### config.mk
export PLATFORM = sky130hd
export DESIGN_NAME = vram_write_arbiter
export DESIGN_NICKNAME = d
export VERILOG_FILES = /design/src/rtl/vram_arb_pkg.sv /design/src/rtl/saturating_counter.sv /design/src/rtl/vram_write_arbiter.sv
export SDC_FILE = /design/constraint.sdc
export NUM_CORES = 1
export LEC_CHECK = 0
export ABC_AREA = 1
export CAP_MARGIN = 40
export CORE_UTILIZATION = 60
export CTS_CLUSTER_DIAMETER = 150
export DETAILED_ROUTE_END_ITERATION = 16
export DONT_BUFFER_PORTS = 1
export GPL_TIMING_DRIVEN = 1
export PLACE_DENSITY = 0.78
export SYNTH_ARGS = -nofsm -noshare
export SYNTH_HDL_FRONTEND = slang
export SYNTH_SLANG_ARGS = --single-unit
export TNS_END_PERCENT = 20
### constraint.sdc
create_clock -name clk_i -period 5.2 [get_ports clk_i]
set_input_delay 1.04 -clock clk_i [delete_from_list [all_inputs] [get_ports clk_i]]
set_output_delay 1.04 -clock clk_i [all_outputs]
set_load 0.05 [all_outputs]
### src/rtl/vram_arb_pkg.sv
// Shared types and constants for the VRAM write-port arbiter.
//
// Contents:
//   arb_state_t       arbiter FSM state encoding. The CLEAR member exists only
//                     when VRAM_ARB_CLEAR_EN is defined.
//   DROP_COUNT_WIDTH  width of the dropped-write counter.
//
// Optional feature macro: VRAM_ARB_CLEAR_EN.
package vram_arb_pkg;

  localparam int DROP_COUNT_WIDTH = 16;

  typedef enum logic [1:0] {
    IDLE    = 2'd0,
    GRANT_G = 2'd1,
    GRANT_M = 2'd2
`ifdef VRAM_ARB_CLEAR_EN
    ,
    CLEAR   = 2'd3
`endif
  } arb_state_t;

endpackage

### src/rtl/saturating_counter.sv
// Up-counter that sticks at all-ones instead of wrapping.
//
// Ports:
//   clk_i    in   clock
//   reset_i  in   synchronous, active-high reset (count returns to 0)
//   inc_i    in   add one this cycle, unless already saturated
//   clear_i  in   force the count to 0; wins over inc_i
//   count_o  out  current count
module saturating_counter #(
  parameter int WIDTH = 16
) (
  input  logic             clk_i,
  input  logic             reset_i,
  input  logic             inc_i,
  input  logic             clear_i,
  output logic [WIDTH-1:0] count_o
);

  logic [WIDTH-1:0] count_q;
  logic [WIDTH-1:0] count_d;

  always_comb begin
    count_d = count_q;
    if (clear_i) begin
      count_d = '0;
    end else if (inc_i && (count_q != {WIDTH{1'b1}})) begin
      count_d = count_q + 1'b1;
    end
  end

  always_ff @(posedge clk_i) begin
    if (reset_i) begin
      count_q <= '0;
    end else begin
      count_q <= count_d;
    end
  end

  assign count_o = count_q;

endmodule

### src/rtl/vram_write_arbiter.sv
// Owns the single VRAM write port and shares it between the game-state
// controller (G) and the mouse pixel drawer (M) through a req/gnt handshake.
// The mouse wins simultaneous requests. A requester kept waiting for
// STARVE_LIMIT cycles by the current owner takes the port over directly.
// Accepted writes reach the VRAM port one cycle later through registers.
//
// Optional feature (macro VRAM_ARB_CLEAR_EN): a clear_i pulse starts a
// non-preemptable sweep writing CLEAR_VALUE to every cell 0..PIXELS-1.
// Without the macro clear_i is ignored and busy_o stays 0.
//
// Ports:
//   clk_i, reset_i                  clock, synchronous active-high reset
//   g_req_i / m_req_i               requester wants the port
//   g_wr_en_i, g_wr_address_i,      game-state write strobe/address/data
//   g_wr_data_i
//   m_wr_en_i, m_wr_address_i,      mouse write strobe/address/data
//   m_wr_data_i
//   clear_i                         one-cycle clear request
//   g_gnt_o / m_gnt_o               registered one-hot grants
//   vram_wr_en_o, vram_wr_address_o,
//   vram_wr_data_o                  registered VRAM write port
//   busy_o                          clear sweep in progress
//   drop_count_o                    saturating count of ungranted writes
//
// State table:
//   IDLE    | nobody owns the port; arbitrate this cycle
//   GRANT_G | game-state controller owns the port
//   GRANT_M | mouse drawer owns the port
//   CLEAR   | clear sweep issuing one write per cycle (VRAM_ARB_CLEAR_EN only)
module vram_write_arbiter
  import vram_arb_pkg::*;
#(
  parameter int ADDR_WIDTH   = 18,
  parameter int DATA_WIDTH   = 2,
  parameter int PIXELS       = 256000,
  parameter int STARVE_LIMIT = 1024,
  parameter int CLEAR_VALUE  = 0
) (
  input  logic                        clk_i,
  input  logic                        reset_i,
  input  logic                        g_req_i,
  input  logic                        g_wr_en_i,
  input  logic [ADDR_WIDTH-1:0]       g_wr_address_i,
  input  logic [DATA_WIDTH-1:0]       g_wr_data_i,
  input  logic                        m_req_i,
  input  logic                        m_wr_en_i,
  input  logic [ADDR_WIDTH-1:0]       m_wr_address_i,
  input  logic [DATA_WIDTH-1:0]       m_wr_data_i,
  input  logic                        clear_i,
  output logic                        g_gnt_o,
  output logic                        m_gnt_o,
  output logic                        vram_wr_en_o,
  output logic [ADDR_WIDTH-1:0]       vram_wr_address_o,
  output logic [DATA_WIDTH-1:0]       vram_wr_data_o,
  output logic                        busy_o,
  output logic [DROP_COUNT_WIDTH-1:0] drop_count_o
);

  // Wide enough to hold STARVE_LIMIT-1, never narrower than one bit.
  localparam int STARVE_W = (STARVE_LIMIT > 2) ? $clog2(STARVE_LIMIT) : 1;
  localparam logic [STARVE_W-1:0]   STARVE_MAX = STARVE_W'(STARVE_LIMIT - 1);
  localparam logic [ADDR_WIDTH-1:0] LAST_ADDR  = ADDR_WIDTH'(PIXELS - 1);
  localparam logic [DATA_WIDTH-1:0] CLEAR_DATA = DATA_WIDTH'(CLEAR_VALUE);

  arb_state_t            state_q;
  arb_state_t            state_d;
  logic [STARVE_W-1:0]   starve_q;
  logic [STARVE_W-1:0]   starve_d;

  logic                  vram_wr_en_q;
  logic                  vram_wr_en_d;
  logic [ADDR_WIDTH-1:0] vram_wr_address_q;
  logic [ADDR_WIDTH-1:0] vram_wr_address_d;
  logic [DATA_WIDTH-1:0] vram_wr_data_q;
  logic [DATA_WIDTH-1:0] vram_wr_data_d;

  logic                  g_gnt;
  logic                  m_gnt;
  logic                  g_drop;
  logic                  m_drop;

`ifdef VRAM_ARB_CLEAR_EN
  logic [ADDR_WIDTH-1:0] clr_addr_q;
  logic [ADDR_WIDTH-1:0] clr_addr_d;
`else
  logic                  unused_cfg;
  assign unused_cfg = ^{clear_i, LAST_ADDR, CLEAR_DATA};
`endif

  // State register plus the registered write path.
  always_ff @(posedge clk_i) begin
    if (reset_i) begin
      state_q           <= IDLE;
      starve_q          <= '0;
      vram_wr_en_q      <= 1'b0;
      vram_wr_address_q <= '0;
      vram_wr_data_q    <= '0;
    end else begin
      state_q           <= state_d;
      starve_q          <= starve_d;
      vram_wr_en_q      <= vram_wr_en_d;
      vram_wr_address_q <= vram_wr_address_d;
      vram_wr_data_q    <= vram_wr_data_d;
    end
  end

`ifdef VRAM_ARB_CLEAR_EN
  always_ff @(posedge clk_i) begin
    if (reset_i) begin
      clr_addr_q <= '0;
    end else begin
      clr_addr_q <= clr_addr_d;
    end
  end
`endif

  // Next-state logic.
  always_comb begin
    state_d  = state_q;
    starve_d = starve_q;
    case (state_q)
      IDLE: begin
        if (m_req_i) begin
          state_d = GRANT_M;
        end else if (g_req_i) begin
          state_d = GRANT_G;
        end
      end
      GRANT_G: begin
        // A dropped request hands the port back even if M is also due.
        if (!g_req_i) begin
          state_d = IDLE;
        end else if (m_req_i) begin
          if (starve_q == STARVE_MAX) begin
            state_d = GRANT_M;
          end else begin
            starve_d = starve_q + 1'b1;
          end
        end else begin
          starve_d = '0;
        end
      end
      GRANT_M: begin
        if (!m_req_i) begin
          state_d = IDLE;
        end else if (g_req_i) begin
          if (starve_q == STARVE_MAX) begin
            state_d = GRANT_G;
          end else begin
            starve_d = starve_q + 1'b1;
          end
        end else begin
          starve_d = '0;
        end
      end
`ifdef VRAM_ARB_CLEAR_EN
      CLEAR: begin
        if (clr_addr_q == LAST_ADDR) begin
          state_d = IDLE;
        end
      end
`endif
      default: state_d = IDLE;
    endcase

`ifdef VRAM_ARB_CLEAR_EN
    if (clear_i && (state_q != CLEAR)) begin
      state_d = CLEAR;
    end
`endif

    if (state_d != state_q) begin
      starve_d = '0;
    end
  end

`ifdef VRAM_ARB_CLEAR_EN
  // Sweep address restarts at 0 on every entry into CLEAR.
  always_comb begin
    clr_addr_d = '0;
    if ((state_q == CLEAR) && (state_d == CLEAR)) begin
      clr_addr_d = clr_addr_q + 1'b1;
    end
  end
`endif

  // Output logic: grants, accepted write selection and drop detection.
  always_comb begin
    g_gnt             = (state_q == GRANT_G);
    m_gnt             = (state_q == GRANT_M);
    vram_wr_en_d      = 1'b0;
    vram_wr_address_d = vram_wr_address_q;
    vram_wr_data_d    = vram_wr_data_q;

    if (g_gnt && g_wr_en_i) begin
      vram_wr_en_d      = 1'b1;
      vram_wr_address_d = g_wr_address_i;
      vram_wr_data_d    = g_wr_data_i;
    end else if (m_gnt && m_wr_en_i) begin
      vram_wr_en_d      = 1'b1;
      vram_wr_address_d = m_wr_address_i;
      vram_wr_data_d    = m_wr_data_i;
    end
`ifdef VRAM_ARB_CLEAR_EN
    else if (state_q == CLEAR) begin
      vram_wr_en_d      = 1'b1;
      vram_wr_address_d = clr_addr_q;
      vram_wr_data_d    = CLEAR_DATA;
    end
`endif

    g_drop = g_wr_en_i && !g_gnt;
    m_drop = m_wr_en_i && !m_gnt;
  end

  // Simultaneous drops from both requesters count once.
  saturating_counter #(
    .WIDTH (DROP_COUNT_WIDTH)
  ) u_drop_counter (
    .clk_i   (clk_i),
    .reset_i (reset_i),
    .inc_i   (g_drop | m_drop),
    .clear_i (1'b0),
    .count_o (drop_count_o)
  );

  assign g_gnt_o           = g_gnt;
  assign m_gnt_o           = m_gnt;
  assign vram_wr_en_o      = vram_wr_en_q;
  assign vram_wr_address_o = vram_wr_address_q;
  assign vram_wr_data_o    = vram_wr_data_q;

`ifdef VRAM_ARB_CLEAR_EN
  assign busy_o = (state_q == CLEAR);
`else
  assign busy_o = 1'b0;
`endif

endmodule

==> out/results.tsv <==
stage	metric	value	unit
clock_tree	numCtsBuffers	5	
setup_path	crit_arrival	2.85	ns
power	cellLeakagePower	1.18	nW
clock_tree	clkSinkCount	49	
setup_path	r2r_end	starve_q[9]	
global_routing	grtUsageTotal	25.3	%
layout	multiInputGateArea	1560	um^2
setup_path	start_kind	flop	
yosys	async_flop_share	0	%
yosys	synthTopCellsByArea	dfxtp_1, nand2_1, nand3_1	
timing	fmax	377	MHz
layout	postLayoutCellArea	2860	um^2
drt	drtIter0Drc	175	
power	ir_drop	0.152	mV
yosys	synth_top_family_by_area	simple AND/OR/NAND/NOR gates	
yosys	syn-mean-instance-area	6.53	um^2
clock_tree	cts_tree	yes	
placement	place_congestion	0.866	
setup_path	setup.worst_path.end_class	flop	
timing	tightest_slew	0.678	ns
die	coreArea	4410	um^2
layout	stdcell_count	470	
yosys	netlist.area_leader.share	35.1	%
layout	seqCellArea	981	um^2
setup_path	reg2reg_depth	7	
placement	hpwl	4410	um
yosys	synth_edf_count	0	
die	die_area	4940	um^2
die	initial_core_util	63.4	%
layout	drive_gt1_share	5.02	%
drt	wire_per_inst	12.9	um
drt	drc_errors	0	
yosys	synth_cell_types	32	
layout	fillers	411	
clock_tree	ctsResizeCount	0	
worst_hold_path	hold_path_end	starve_q[1]	
clock_tree	cts_setup_buffers	0	
placement	place_inst	462	
clock_tree	clk_pin_slew	0.09	ns
setup_path	cp.required	5.40	ns
global_routing	grt_overflow	0	
global_routing	grt_pass1_vias	2331	
yosys	synth_area	2800	um^2
yosys	syn_inst	428	
yosys	synth-simple-area-share	33.3	%
global_routing	grt_first_pass_wirelength	10200	um
yosys	seq_area_frac_synth	35.1	%
clock_tree	cts-htree-levels	2	
yosys	yosys_warnings	0	
yosys	yosysMostFrequentCell	nand2_1	
layout	antennaDiodeCount	0	
die	io_pins	87	
yosys	synth_compound_area_share	18.1	%
worst_hold_path	min_path_type	reg -> reg	
timing	period_needed	2.65	ns
layout	final_nets	466	
setup_path	rrSetupSlack	2.55	ns
yosys	synth_ff_type	dfxtp_1	
drt	ant_nets	0	
placement	placedInstanceArea	2770	um^2
worst_hold_path	min_from	starve_q[1]	
global_routing	grt_start_max_net_pins	33	
flow_run	cap_viol_max_count	0	
yosys	synth_adder_area_share	0.895	%
timing	final-setup-viol-count	0	
setup_path	r2r-start	state_q[1]	
timing	maxSlewViolCount	0	
yosys	synth_fp_nets	477	
timing	finalSetupTns	0	ns
status	status	finished, final reports clean	
yosys	synth_common_cells	nand2_1, dfxtp_1, inv_1, nor2_1, nand3_1	
yosys	synth-seq-cells	49	
clock_tree	clock_latency	0.30	ns
power	finalPower	0.717	mW
global_routing	antenna_found_initial	0	
die	die_x	70.3	um
yosys	yosys.area_share.xor_xnor	2.51	%
timing	hold_violations	0	
clock_tree	cts_hold_buf	0	
worst_hold_path	hold_depth	4	
timing	skew	0.00812	ns
power	powerDensity	251	nW/um^2
yosys	synth_top_area_cell	dfxtp_1	
drt	via_per_inst	5.66	
drt	first_pass_iters	5	
die	placementRows	24	
drt	routed_wl	6080	um
die	die_h	70.3	um
clock_tree	clock_path_buffers	2	
setup_path	crit_type	reg -> reg	
timing	min_period_over_period	51.0	%
placement	numPortBuffers	0	
timing	rsz0062_at_grt	no	
layout	syn_to_final_growth	2.19	%
setup_path	path_max_fanout	16	
drt	vias	2662	
clock_tree	root_buffer	clkbuf_8	
yosys	synth_mux_area_share	0.716	%
timing	max_slew_margin	54.7	%
-- logic make-up (layout without fill, tap and decap cells) --
group,Yosys count,after routing
and+or+nand+nor,215,215
AOI/OAI and AO/OA,88,88
buffers and inverters,63,53
DFF,49,49
xor gates and xnor gates,8,8
adders and majority gates,2,2
muxes,2,2
other,1,1
-- cell type report --
class | instances | area share (%)
well taps | 52 | 2.28
clock buffers | 6 | 2.54
flip-flops and latches | 49 | 34.3
inverters | 45 | 5.91
clock inverters | 2 | 0.482
multi-input cells | 316 | 54.5
-- where the power goes --
part           switching [mW]  internal (mW)  leakage [nW]
Sequential             0.0442          0.386         0.397
Clock                   0.126         0.0960        0.0456
Combinational          0.0448         0.0201         0.741
Total                   0.215          0.502          1.18
-- critical path: stages, from the launching register on --
cell and delay [ns]:
dfxtp_1 0.42, inv_1 0.14, nor2_4 0.54, inv_2 0.24, o21ai_2 0.47, clkinv_1 0.38
a22oi_1 0.28, nor2_1 0.07
-- state kept, by name (all words and copies together) (netlist names) --
register	count
state_q	2
vram_wr_en_o	1
vram_wr_address_o	18
vram_wr_data_o	2
starve_q	10
u_drop_counter.count_o	16
-- how the worst max path moves through the flow --
| stage | from | depth (start not counted) | end | slack, ns |
|---|---|---|---|---|
| after detailed placement | g_wr_en_i | 7 | vram_wr_address_o[0] | 2.49 |
| final | state_q[1] | 7 | starve_q[9] | 2.55 |
| after floorplan | state_q[1] | 3 | m_gnt_o | 2.87 |
| after global placement | g_wr_en_i | 7 | vram_wr_address_o[15] | 2.55 |
| after CTS | state_q[1] | 7 | starve_q[9] | 2.57 |
| after global routing | state_q[1] | 7 | starve_q[9] | 2.35 |
-- per-stage QoR --
| stage | hold slack [ns] | worst slack [ns] | utilization, % |
|---|---|---|---|
| 6_report | 0.591 | 2.55 | 64.7 |
| 5_1_grt | 0.632 | 2.35 | 64.7 |
| 4_1_cts | 0.599 | 2.57 | 64.7 |
| 3_5_place_dp | 0.582 | 2.49 | 62.8 |
| 3_3_place_gp | 0.566 | 2.55 | 62.8 |
| 2_1_floorplan | 0.535 | 2.87 | - |
-- per-layer routing --
metal	GRT usage, %	routed length (um)	vias up
met4	8.89	74	0
met5	0	0	-
met2	42.4	2980	63
met3	6.93	326	6
li1	-	-	1374
met1	30.9	2690	1219
-- cell usage in the layout (no fill, tap or decap), drive strengths merged --
cell type and count:
nand2 116, dfxtp 49, nor2 45, inv 44
nand3 35, a21oi 34, o21ai 30, o21bai 18
nand4 13, clkbuf 6, xnor2 5, a31oi 4
nor3 4, xor2 3, clkinv 3, mux2i 2
ha 2, a22oi 1, o22ai 1, nor3b 1
and3 1, conb 1
Note: power is estimated with default switching activity, not from simulation.
